### src/rtl/spi_frame_capture.sv
// spi_frame_capture
//   Snoops a 4-wire SPI display bus: command bytes (dc=0) and data bytes (dc=1).
//   Tracks the CASET/PASET address window and RAMWR pixel stream. Emits one
//   strobe per assembled pixel, carrying its linear frame address.
//
// Ports
//   clk, rst           system clock; synchronous active-high reset
//   spi_sck/cs/dc/mosi raw SPI inputs, asynchronous to clk
//   pix_valid          one-cycle strobe qualifying pix_addr / pix_data
//   pix_addr           row*WIDTH + col of the emitted pixel
//   pix_data           {high byte, low byte}
//   frame_done         strobes with the pixel at (col_end,row_end)
//   ram_wr_active      high while the command state is RAMWR
//   cmd_valid/cmd_byte present only with SPI_FRAME_CAPTURE_CMD_OUT_EN; one
//                      strobe per command byte, same latency as pix_valid
//
// Optional feature macro: SPI_FRAME_CAPTURE_CMD_OUT_EN
//
// Handshake: pix_valid (and cmd_valid) are pure strobes with no ready; the
// consumer must accept the qualified data in the cycle the strobe is high.
module spi_frame_capture #(
  parameter int WIDTH      = 128,
  parameter int HEIGHT     = 128,
  parameter int PIXEL_SIZE = 16
) (
  input  logic                              clk,
  input  logic                              rst,
  input  logic                              spi_sck,
  input  logic                              spi_cs,
  input  logic                              spi_dc,
  input  logic                              spi_mosi,
  output logic                              pix_valid,
  output logic [$clog2(WIDTH*HEIGHT)-1:0]   pix_addr,
  output logic [PIXEL_SIZE-1:0]             pix_data,
  output logic                              frame_done,
`ifdef SPI_FRAME_CAPTURE_CMD_OUT_EN
  output logic                              cmd_valid,
  output logic [7:0]                        cmd_byte,
`endif
  output logic                              ram_wr_active
);

  localparam int AW = $clog2(WIDTH*HEIGHT);
  localparam int CW = (WIDTH  > 1) ? $clog2(WIDTH)  : 1;
  localparam int RW = (HEIGHT > 1) ? $clog2(HEIGHT) : 1;

  typedef enum logic [2:0] {S_IDLE, S_CASET, S_PASET, S_RAMWR, S_SKIP} state_t;

  state_t          state_q, state_d;
  logic [3:0]      sync1_q, sync1_d, sync2_q, sync2_d;   // {sck, cs, dc, mosi}
  logic            sck_prev_q, sck_prev_d;
  logic [2:0]      bit_cnt_q, bit_cnt_d;
  logic [7:0]      shift_q, shift_d;
  logic [2:0]      param_cnt_q, param_cnt_d;
  logic [23:0]     param_q, param_d;
  logic [CW-1:0]   col_start_q, col_start_d, col_end_q, col_end_d, col_q, col_d;
  logic [RW-1:0]   row_start_q, row_start_d, row_end_q, row_end_d, row_q, row_d;
  logic            hi_pend_q, hi_pend_d;
  logic [7:0]      hi_byte_q, hi_byte_d;
  logic            pix_valid_q, pix_valid_d, frame_done_q, frame_done_d;
  logic [AW-1:0]   pix_addr_q, pix_addr_d;
  logic [PIXEL_SIZE-1:0] pix_data_q, pix_data_d;
  logic            cmd_valid_q, cmd_valid_d;
  logic [7:0]      cmd_byte_q, cmd_byte_d;

  logic            sck_s, cs_s, dc_s, mosi_s, sck_rise, byte_done;
  logic [7:0]      byte_val;
  logic [15:0]     p_start, p_end, c_start, c_end, lim;
  logic [AW-1:0]   addr_now;

  assign sck_s     = sync2_q[3];
  assign cs_s      = sync2_q[2];
  assign dc_s      = sync2_q[1];
  assign mosi_s    = sync2_q[0];
  assign sck_rise  = sck_s & ~sck_prev_q;
  assign byte_done = sck_rise & ~cs_s & (bit_cnt_q == 3'd7);
  assign byte_val  = {shift_q[6:0], mosi_s};
  assign addr_now  = AW'(row_q) * AW'(WIDTH) + AW'(col_q);

  // State register
  always_ff @(posedge clk) begin
    if (rst) state_q <= S_IDLE;
    else     state_q <= state_d;
  end

  // Next state: only command bytes move the FSM
  always_comb begin
    state_d = state_q;
    if (byte_done && !dc_s) begin
      case (byte_val)
        8'h2A:   state_d = S_CASET;
        8'h2B:   state_d = S_PASET;
        8'h2C:   state_d = S_RAMWR;
        default: state_d = S_SKIP;
      endcase
    end
  end

  // FSM outputs
  always_comb begin
    ram_wr_active = (state_q == S_RAMWR);
  end

  // Datapath next-state
  always_comb begin
    sync1_d      = {spi_sck, spi_cs, spi_dc, spi_mosi};
    sync2_d      = sync1_q;
    sck_prev_d   = sck_s;
    bit_cnt_d    = bit_cnt_q;
    shift_d      = shift_q;
    param_cnt_d  = param_cnt_q;
    param_d      = param_q;
    col_start_d  = col_start_q;
    col_end_d    = col_end_q;
    row_start_d  = row_start_q;
    row_end_d    = row_end_q;
    col_d        = col_q;
    row_d        = row_q;
    hi_pend_d    = hi_pend_q;
    hi_byte_d    = hi_byte_q;
    pix_valid_d  = 1'b0;
    frame_done_d = 1'b0;
    pix_addr_d   = pix_addr_q;
    pix_data_d   = pix_data_q;
    cmd_valid_d  = 1'b0;
    cmd_byte_d   = cmd_byte_q;
    p_start      = param_q[23:8];
    p_end        = {param_q[7:0], byte_val};
    lim          = (state_q == S_CASET) ? 16'(WIDTH - 1) : 16'(HEIGHT - 1);
    c_start      = (p_start > lim) ? lim : p_start;
    c_end        = (p_end   > lim) ? lim : p_end;

    // Deselect drops any partial byte; command/pixel context survives.
    if (cs_s) begin
      bit_cnt_d = 3'd0;
    end else if (sck_rise) begin
      bit_cnt_d = bit_cnt_q + 3'd1;
      shift_d   = byte_val;
    end

    if (byte_done && !dc_s) begin
      param_cnt_d = 3'd0;
      hi_pend_d   = 1'b0;          // orphaned high byte is dropped
      cmd_valid_d = 1'b1;
      cmd_byte_d  = byte_val;
      if (byte_val == 8'h2C) begin
        col_d = col_start_q;
        row_d = row_start_q;
      end
    end else if (byte_done) begin
      case (state_q)
        S_CASET, S_PASET: begin
          if (param_cnt_q < 3'd4) begin
            param_cnt_d = param_cnt_q + 3'd1;
            case (param_cnt_q)
              3'd0:    param_d[23:16] = byte_val;
              3'd1:    param_d[15:8]  = byte_val;
              3'd2:    param_d[7:0]   = byte_val;
              default: begin
                // Fourth byte: commit the clamped window only if well ordered.
                if (c_start <= c_end) begin
                  if (state_q == S_CASET) begin
                    col_start_d = CW'(c_start);
                    col_end_d   = CW'(c_end);
                  end else begin
                    row_start_d = RW'(c_start);
                    row_end_d   = RW'(c_end);
                  end
                end
              end
            endcase
          end
        end
        S_RAMWR: begin
          if (!hi_pend_q) begin
            hi_pend_d = 1'b1;
            hi_byte_d = byte_val;
          end else begin
            hi_pend_d   = 1'b0;
            pix_valid_d = 1'b1;
            pix_addr_d  = addr_now;
            pix_data_d  = PIXEL_SIZE'({hi_byte_q, byte_val});
            if (col_q == col_end_q) begin
              col_d = col_start_q;
              if (row_q == row_end_q) begin
                row_d        = row_start_q;
                frame_done_d = 1'b1;
              end else begin
                row_d = row_q + RW'(1);
              end
            end else begin
              col_d = col_q + CW'(1);
            end
          end
        end
        default: ;
      endcase
    end
  end

  always_ff @(posedge clk) begin
    if (rst) begin
      sync1_q      <= '0;
      sync2_q      <= '0;
      sck_prev_q   <= 1'b0;
      bit_cnt_q    <= '0;
      shift_q      <= '0;
      param_cnt_q  <= '0;
      param_q      <= '0;
      col_start_q  <= '0;
      col_end_q    <= CW'(WIDTH - 1);
      row_start_q  <= '0;
      row_end_q    <= RW'(HEIGHT - 1);
      col_q        <= '0;
      row_q        <= '0;
      hi_pend_q    <= 1'b0;
      hi_byte_q    <= '0;
      pix_valid_q  <= 1'b0;
      frame_done_q <= 1'b0;
      pix_addr_q   <= '0;
      pix_data_q   <= '0;
      cmd_valid_q  <= 1'b0;
      cmd_byte_q   <= '0;
    end else begin
      sync1_q      <= sync1_d;
      sync2_q      <= sync2_d;
      sck_prev_q   <= sck_prev_d;
      bit_cnt_q    <= bit_cnt_d;
      shift_q      <= shift_d;
      param_cnt_q  <= param_cnt_d;
      param_q      <= param_d;
      col_start_q  <= col_start_d;
      col_end_q    <= col_end_d;
      row_start_q  <= row_start_d;
      row_end_q    <= row_end_d;
      col_q        <= col_d;
      row_q        <= row_d;
      hi_pend_q    <= hi_pend_d;
      hi_byte_q    <= hi_byte_d;
      pix_valid_q  <= pix_valid_d;
      frame_done_q <= frame_done_d;
      pix_addr_q   <= pix_addr_d;
      pix_data_q   <= pix_data_d;
      cmd_valid_q  <= cmd_valid_d;
      cmd_byte_q   <= cmd_byte_d;
    end
  end

  assign pix_valid  = pix_valid_q;
  assign pix_addr   = pix_addr_q;
  assign pix_data   = pix_data_q;
  assign frame_done = frame_done_q;

`ifdef SPI_FRAME_CAPTURE_CMD_OUT_EN
  assign cmd_valid = cmd_valid_q;
  assign cmd_byte  = cmd_byte_q;
`else
  logic unused_cmd;
  assign unused_cmd = cmd_valid_q ^ (^cmd_byte_q);
`endif

endmodule

### config.mk
export PLATFORM = sky130hd
export DESIGN_NAME = spi_frame_capture
export DESIGN_NICKNAME = d
export VERILOG_FILES = /design/src/rtl/spi_frame_capture.sv
export SDC_FILE = /design/constraint.sdc
export NUM_CORES = 1
export LEC_CHECK = 0
export ABC_AREA = 1
export BUFFER_PORTS_ARGS = -buffer_cell sky130_fd_sc_hd__buf_4
export CELL_PAD_IN_SITES_DETAIL_PLACEMENT = 1
export CELL_PAD_IN_SITES_GLOBAL_PLACEMENT = 1
export CORE_ASPECT_RATIO = 1.1
export CORE_MARGIN = 2
export CORE_UTILIZATION = 40
export CTS_CLUSTER_SIZE = 12
export DETAILED_ROUTE_END_ITERATION = 8
export PLACE_DENSITY = 0.83
export SLEW_MARGIN = 0
export SYNTH_ARGS = -nofsm -noshare
export SYNTH_HDL_FRONTEND = slang
export SYNTH_SLANG_ARGS = --single-unit
### constraint.sdc
create_clock -name clk -period 2.1 [get_ports clk]
set_input_delay 0.21 -clock clk [delete_from_list [all_inputs] [get_ports clk]]
set_output_delay 0.21 -clock clk [all_outputs]
set_load 0.01 [all_outputs]
=== After elaboration in Yosys (flattened, before gate mapping) ===
Cells that the tools add are included.
W data, S select, Z words.

* Register bits after elaboration: 132
* Latch bits: 0
* Memory bits (writable): 0
* ROM bits: 0
* Bits of input ports: 6
* Output and inout bits: 33
* Logic and storage cells: 99
* Memories: 0

* $add $sub $neg: 5
* Multiply operators: 0
* Div/mod/pow operators: 0
* Magnitude comparators: 4
* Equal/unequal tests: 12
* Shift-type cells: 0
* Mux-type cells: 19
* Bitwise gates (word level): 12
* Reduce and logical (&&, ||, !) cells: 25

{| class="wikitable"
|+ Operators with widths
! operator !! count
|-
| $mux W7 || 13
|-
| $gt A16 B7 Y1 const B || 2
|-
| $mux W16 || 2
|-
| $eq A8 B6 Y1 const B || 3
|-
| $reduce_and A5 Y1 || 4
|-
| $le A16 B16 Y1 || 1
|-
| $add A14 B7 Y14 || 1
|-
| $add A7 B1 Y7 const B || 2
|-
| $eq A7 B7 Y1 || 2
|-
| $reduce_and A7 Y1 || 2
|-
| $reduce_and A4 Y1 || 3
|-
| $eq A3 B2 Y1 const B || 3
|-
| $not A1 Y1 || 9
|-
| $pmux W3 S3 || 1
|-
| $reduce_bool A2 Y1 || 4
|-
| $add A3 B1 Y3 const B || 2
|-
| $eq A3 B1 Y1 const B || 2
|-
| $reduce_or A2 Y1 || 3
|-
| $reduce_or A6 Y1 || 1
|-
| $reduce_and A2 Y1 || 2
|-
| $reduce_or A4 Y1 || 1
|-
| $and A1 B1 Y1 || 3
|-
| $eq A3 B3 Y1 const B || 1
|-
| $logic_not A3 Y1 || 1
|-
| 7 further kinds || 9
|}

=== Depth between registers and ports, before layout ===
Gate-level depths: netlist of run 1.

* Depth after elaboration: 7
* Mapped depth: 20
* Gate-level depth less buffers: 19

=== Worst setup path after synthesis of run 1 ===
No wires, ideal clock.

* Kind: register -> register
* Start point: reg param_q[17]
* End point: reg col_start_q[3]
* Setup time: 0.115 ns
* Data arrival time: 2.181 ns
* Required time: 1.985 ns
* Slack: -0.196 ns
* Stages on the path, launching flop included: 19
* Path buffers: 1
* Period minus slack after synthesis: 2.296 ns
* Cells stage by stage: dfxtp_1 inv_1 nand2_1 nor3_1 nand3_1 nor2_1 inv_1 ha_1 a21oi_1 nor2_1 nor2_1 nand2_1 nand2_1 nand2_1 nand2_1 clkbuf_1 nand3_1 nand2_1 nor2_1

* Word-level cells in the longest chain between the ends: 4

{| class="wikitable"
|+ RTL lines
! element !! line !! text
|-
| start, declared || 55 || <nowiki>logic [23:0] param_q, param_d;</nowiki>
|-
| start signal, assigned || 231 || <nowiki>param_q <= param_d;</nowiki>
|-
| $gt A16 B7 Y1 || 130 || <nowiki>c_start = (p_start > lim) ? lim : p_start;</nowiki>
|-
| $mux W16 || 130 ||
|-
| named net c_start[5] || 68 || <nowiki>logic [15:0] p_start, p_end, c_start, c_end, lim;</nowiki>
|-
| $le A16 B16 Y1 || 161 || <nowiki>if (c_start <= c_end) begin</nowiki>
|-
| $reduce_and A7 Y1 (no line) || n/a ||
|-
| end signal, assigned || 232 || <nowiki>col_start_q <= col_start_d;</nowiki>
|-
| end, declared || 56 || <nowiki>logic [CW-1:0] col_start_q, col_start_d, col_end_q, col_end_d, col_q, col_d;</nowiki>
|}

The timed path passes the listed nets, and every way through them passes these cells.
A chain may end at the register's enable or synchronous reset.

=== Worst setup path in the final report of run 1 ===
* Start point: reg param_q[4]
* End point: reg col_start_q[0]

* Word-level cells in the longest chain between the ends: 4

{| class="wikitable"
|+ RTL lines
! element !! line !! text
|-
| $gt A16 B7 Y1 || 131 || <nowiki>c_end = (p_end > lim) ? lim : p_end;</nowiki>
|-
| $mux W16 * || 131 ||
|-
| $le A16 B16 Y1 * || 161 ||
|-
| $reduce_and A7 Y1 (no line) * || n/a ||
|}

Every way passes the cells marked *; elsewhere a longest branch is shown, timed or not.

==> results of run 1 <==
==> sequential cells by signal, summed over array words and instances, names as in the netlist, 8 cells and up <==
register   count
pix_addr      14
hi_byte_q      8
pix_data      16
param_q       24
==> layer usage <==
| layer | vias to the layer above | routed length (um) | global-route usage |
|---|---|---|---|
| met5 | - | 0 | 0 |
| met1 | 2879 | 8270 | 0.274 |
| met4 | 0 | 739 | 0.101 |
| met2 | 146 | 11000 | 0.412 |
| li1 | 2801 | - | - |
| met3 | 63 | 704 | 0.0418 |
==> final timing paths <==
kind                                       end        from  slack (ns)  cells after the start
worst max-delay path            col_start_q[0]  param_q[4]       -0.67                     17
worst min-delay path                sync1_q[2]         rst        0.21                      2
worst max register to register  col_start_q[0]  param_q[4]       -0.67                     17
worst min register to register      sync2_q[0]  sync1_q[0]        0.41                      2
==> power breakdown <==
part           internal [mW]  total, mW  leakage, nW  switching (mW)
sequential              2.52       2.54         1.07          0.0154
combinational          0.190      0.479         2.21           0.289
clock                   2.03       3.13        0.305            1.11
total                   4.74       6.15         3.59            1.41
==> cell usage in the layout (no fill, tap or decap), drive strengths merged <==
master and instances:
xor2 7, and3 1, nor2 106, nand4 8, xnor2 10, nand3 67
clkinvlp 1, dlygate4sd3 4, a21o 1, buf 88, ha 24, clkinv 6
nand2 142, dfxtp 132, clkbuf 23, conb 18, bufinv 4, nor3 10
o21ai 70, nand3b 1, o221a 1, a31oi 1, o21bai 1, a21oi 83
inv 87, a211oi 17
==> worst reg2reg max path, delay by kind of cell (launching register included) <==
| family | cells | cell delay, ns |
|---|---|---|
| flops | 1 | 0.32 |
| buf+inv | 1 | 0.13 |
| compound gates | 1 | 0.16 |
| fa+ha+maj | 1 | 0.23 |
| simple gates | 14 | 1.81 |
==> through the flow <==
step | worst slack, ns | util | instances
after floorplan | 0.00227 | - | 820
after global placement | -0.232 | 0.459 | 1063
after detailed placement | -0.366 | 0.459 | 1063
after CTS | -0.282 | 0.517 | 1103
after global routing | -0.782 | 0.542 | 1109
final | -0.675 | 0.542 | 1109
==> area by class of cell <==
type                    count  area (um2)
fillers                  1773        6810
multi-input cells         568        3400
flip-flops and latches    132        2650
repair buffers             95         828
clock buffers              20         457
inverters                  87         329
well taps                 196         245
clock inverters            11         158
==> repair_timing <==
action                                  in CTS  in global routing
pin swaps                                    7                 22
endpoints found under the setup margin      28                 36
setup buffers                                5                  1
hold buffers                                 4                  0
endpoints found under the hold margin        4                  0
gates cloned                                 0                  5
gates resized for setup                     41                 67
==> logic make-up (layout without fill, tap and decap cells) <==
| group | Yosys count | after routing | share of synthesized area |
|---|---|---|---|
| other | 2 | 18 | 0.00125 |
| adders and majority gates | 24 | 24 | 0.0500 |
| DFF | 132 | 132 | 0.440 |
| xor gates and xnor gates | 17 | 17 | 0.0248 |
| buffers and inverters | 121 | 213 | 0.0824 |
| and+or+nand+nor | 334 | 335 | 0.245 |
| AOI/OAI and AO/OA | 174 | 174 | 0.157 |
==> flow_metrics.tcl, run 1 <==
set metrics [dict create \
    status "complete, but fails checks" \
    violations "setup timing" \
    synth_area_leader_cell "dfxtp_1" \
    worstSetupStartpointType "register" \
    crit_family "simple AND/OR/NAND/NOR gates" \
    drcViolationCount 0 \
    critPathCaptureType "register" \
    grt_max_degree 63 \
    period_share 1.32 \
    crit_top_cell "nor2_1" \
    yosysTopAreaCellShare 0.440 \
    drtIter0Drc 417 \
    slew_headroom 0.529 \
    max_freq_mhz 360 \
    grt_pass1_vias 5962 \
    finalCriticalPeriod_ns 2.77 \
    timing.critical_path.buf_inv 1 \
    cts_tree "yes" \
    vias 5889 \
    cp.required_ns 2.42 \
    synth.avg_cell_area_um2 7.48 \
    coreArea_mm2 0.0149 \
    die-area_mm2 0.0160 \
    grt-ovfl-total 0 \
    synth_edf_count 0 \
    vias_per_cell 5.31 \
    power_mw 6.15 \
    antenna_found_initial 0 \
    fp.dieH_um 133 \
    power_density_mw_per_mm2 762 \
    drive_above_1_share 0.257 \
    syn_area_mm2 0.00601 \
    clock_latency_ns 0.43 \
    synth-seq-cells 132 \
    ir_worst_vdd_mv 0.595 \
    cap_violations 0 \
    cp_max_fo 8 \
    wl_per_cell_um 18.7 \
    synthCells 804 \
    rsz0062_at_grt "yes" \
    placement.io_buffers 38 \
    crit_type "register to register" \
    power.leakage_nw 3.59 \
    first_pass_iters 4 \
    yosys_warnings 0 \
    initial_core_util 0.404 \
    crit_chain "nor2_1 > nand2_1 > nor3_4 > nand2_4 > nor2_4 > ha_4 > a21oi_2 > nor2_1 > nor2_1 > nand2_2 > nand2_2 > nand2_4 > nand2_8 > buf_12 > nand3_1 > nand2_1 > nor2_1" \
    finalSetupTns_ns -17.58 \
    diodes 0 \
    row_count 47 \
    cp_slowest_cell "dfxtp_1" \
    yosysSeqAreaShare 0.440 \
    nNetsFinal 931 \
    cts.reportedPaths.clkPinSlew_ns 0.06 \
    cp_slowest_stage_delay_ns 0.32 \
    ctsLongestPathBuffers 2 \
    worst_ep_arrival_time_ns 3.10 \
    drt_wl_total_um 20700 \
    syn2layout_area_growth_pct 34.2 \
    finalHoldViolations 0 \
    clock-sinks 132 \
    drv_slew 0 \
    ant_nets 0 \
    yosysMostFrequentCell "nand2_1" \
    htreeDepth 4 \
    post_dp_cell_area_mm2 0.00682 \
    clockRootBuffer "clkbuf_16" \
    worstMarginPinSlew_ns 0.703 \
    timing.final.ws_setup_ns -0.675 \
    grt_pass1_wl_um 29700 \
    fin_skew_ns 0.00840 \
    hpwl_um 11800 \
    finalSetupViolCount 28 \
    min_path_type "primary input to register" \
    ys_top_cells_by_area "dfxtp_1 (44%), nand2_1 (8.5%), a21oi_1 (6.9%)" \
    globalplace.congestion 0.825 \
    die_w_um 121 \
    hold_slack_ns 0.205 \
    design_area_mm2 0.00807 \
    cts_buffers 17 \
    synth_cell_types 36 \
    gr-usage-all-layers 0.233 \
    async_flop_share 0 \
    synthFlopType "dfxtp_1" \
    io_pins 39 \
    yosys-top-cells-count "nand2_1 (136), dfxtp_1 (132), nor2_1 (100)" \
]
(Power assumes the default switching activity.)
==> run 2, diff against run 1 <==
- ABC_AREA: 1 -> unset
- PLACE_DENSITY: 0.83 -> 0.81
==> flow_metrics.tcl, run 2 <==
set metrics [dict create \
    cp.depth 10 \
    finalHoldViolations 0 \
    top_register "param_q" \
    synthMuxAreaShare 0.0462 \
    timing.critical_path.buf_inv 2 \
    async_flop_share 0 \
    synth_adder_area_share 0.0462 \
    fin_skew_ns 0.00832 \
    ys_top_cells_by_area "dfxtp_1 (41%), nand2_1 (7.3%), a21oi_1 (5.3%)" \
    globalplace.congestion 0.908 \
    power_mw 6.11 \
    htreeDepth 4 \
    cts_buffers 17 \
    grt_pass1_wl_um 39200 \
    placement.io_buffers 38 \
    period_share 1.61 \
    cp_max_fo 28 \
    violations "setup timing" \
    synthCells 789 \
    drt_wl_total_um 30400 \
    power.leakage_nw 3.49 \
    clock-sinks 132 \
    wl_met1_um 10700 \
    die_w_um 126 \
    drtIter0Drc 721 \
    yosys_warnings 0 \
    coreArea_mm2 0.0158 \
    grt-ovfl-total 0 \
    crit_family "compound AO/OA/AOI/OAI gates" \
    critPathCaptureType "register" \
    cap_violations 0 \
    grt_max_degree 76 \
    io_pins 39 \
    crit_start "param_q[1]" \
    worstSetupStartpointType "register" \
    row_count 48 \
    synth-compound-area-share 0.190 \
    status "complete, but fails checks" \
    min_path_type "primary input to register" \
    synth_edf_count 0 \
    pre_cts_ws_ns -0.979 \
    finalSetupViolCount 51 \
    final_cell_mix "dfxtp_1 (129), nand2_1 (125), buf_4 (115)" \
    vias_per_cell 6.58 \
    cts_tree "yes" \
    rr_endpoint "row_start_q[0]" \
    worstMarginPinSlew_ns 1.04 \
    yosysSeqAreaShare 0.407 \
    rsz0062_at_grt "yes" \
    cp_slowest_stage_delay_ns 0.62 \
    vias 7346 \
    yosysTopAreaCellShare 0.407 \
    synthXorXnorAreaFrac 0.0243 \
    finalCriticalPeriod_ns 3.38 \
    synth-seq-cells 132 \
    synth-simple-area-share 0.237 \
    max_freq_mhz 296 \
    synth_area_leader_cell "dfxtp_1" \
    cts.reportedPaths.clkPinSlew_ns 0.06 \
    antenna_found_initial 0 \
    placed_cells 1054 \
    crit_top_cell "o211ai_1" \
    fp.dieH_um 138 \
    finalSetupTns_ns -31.95 \
    final_common_cell "dfxtp_1" \
    ir_worst_vdd_mv 0.668 \
    grt_pass1_vias 7226 \
    synth_cell_types 50 \
    crit_type "register to register" \
    cp_slowest_cell "or4_4" \
    die-area_mm2 0.0173 \
    ctsLongestPathBuffers 2 \
    yosysMostFrequentCell "dfxtp_1" \
    synth_top_family_by_area "simple AND/OR/NAND/NOR gates" \
    wl_per_cell_um 27.2 \
    worstHoldStart "rst" \
    synthFlopType "dfxtp_1" \
    ant_nets 0 \
    initial_core_util 0.412 \
    drv_slew 0 \
    diodes 0 \
    clock_latency_ns 0.44 \
    cp.required_ns 2.35 \
    drcViolationCount 0 \
    timing.final.ws_setup_ns -1.28 \
    syn_area_mm2 0.00650 \
    hpwl_um 14600 \
    top_layer_used "met4" \
    slew_headroom 0.306 \
    clockRootBuffer "clkbuf_16" \
    stdcell_count 1117 \
    gr-usage-all-layers 0.291 \
    first_pass_iters 7 \
    min_to "col_q[1]" \
    crit_chain "or4_4 > buf_6 > nor4_4 > ha_4 > nor2b_4 > o211ai_1 > a21oi_4 > buf_12 > o311ai_2 > o211ai_1" \
    power_density_mw_per_mm2 665 \
    route.met2.wl_um 15100 \
    drive_above_1_share 0.297 \
    largest_register_ffs 24 \
    syn2layout_area_growth_pct 41.5 \
    rr_worst_depth 10 \
    wl_met3_um 2140 \
    synth.avg_cell_area_um2 8.24 \
    r2r-start "param_q[1]" \
    regToRegSetupSlack_ns -1.28 \
    yosys-top-cells-count "dfxtp_1 (132), nand2_1 (126), a21oi_1 (69)" \
    nNetsFinal 935 \
    min_path_cells 2 \
    worst_ep_arrival_time_ns 3.63 \
]
[run 2: cell types whose count changed after synthesis, moves of 15 or more]
cell      change
o21ai_0      -37
nor2b_1      +29
nand3_1      -37
nor4_1       +24
a311oi_1     +15
inv_1        -73
mux2i_1      +30
nor2_1       -48
o211ai_1     +15
clkbuf_1     +34
[run 2: how the worst max path moves through the flow]
stage,endpoint,slack (ns)
2_1_floorplan,col_start_q[0],-0.73
3_3_place_gp,row_end_q[1],-0.81
3_5_place_dp,row_start_q[6],-0.98
4_1_cts,row_start_q[2],-0.99
5_1_grt,row_start_q[0],-1.32
6_report,row_start_q[0],-1.28
[run 2: report_power, final]
group,internal (mW),leakage [nW],switching [mW]
Sequential,2.56,1.07,0.0526
Combinational,0.146,2.12,0.191
Clock,1.98,0.302,1.19
Total,4.68,3.49,1.43
[run 2: layer usage]
metal  vias up  global-route usage
met5         -                   0
met4         0               0.151
met3       196              0.0656
met2       490               0.540
met1      3608               0.309
li1       3052                   -
[run 2: stage by stage]
step                hold WS, ns   util  instance area (um2)
detailed placement        0.429  0.478                 7540
global placement          0.425  0.478                 7540
global route              0.242  0.582                 9200
finish                    0.224  0.582                 9200
floorplan                 0.338      -                 6690
CTS                       0.188  0.552                 8720
[run 2: cell type report]
| cell class | instances | area [um2] |
|---|---|---|
| fillers | 1750 | 6600 |
| multi-input cells | 599 | 4270 |
| flip-flops and latches | 132 | 2650 |
| repair buffers | 145 | 1380 |
| clock buffers | 22 | 484 |
| well taps | 200 | 250 |
| clock inverters | 9 | 126 |
| inverters | 10 | 37.5 |
[run 2: cell families (layout without fill, tap and decap cells)]
kind of cell               after synthesis  count (layout)
xor gates and xnor gates                18              18
and+or+nand+nor                        320             320
adders and majority gates               24              24
other                                    2              18
buffers and inverters                   75             186
AOI/OAI and AO/OA                      188             189
muxes                                   30              30
DFF                                    132             132
[run 2: worst register-to-register path: stages, from the launching register on]
cell	delay [ns]
dfxtp_2	0.32
or4_4	0.62
buf_6	0.16
nor4_4	0.27
ha_4	0.27
nor2b_4	0.12
o211ai_1	0.30
a21oi_4	0.12
buf_12	0.19
o311ai_2	0.51
o211ai_1	0.30
[run 2: timing repair]
| action | 4_1_cts | 5_1_grt |
|---|---|---|
| resized for setup | 74 | 65 |
| cloned | 5 | 3 |
| setup endpoints to repair | 70 | 73 |
| buffers inserted | 9 | 13 |
| pin swaps | 16 | 30 |
| hold endpoints to repair | 4 | 0 |
| hold buffers | 4 | 0 |
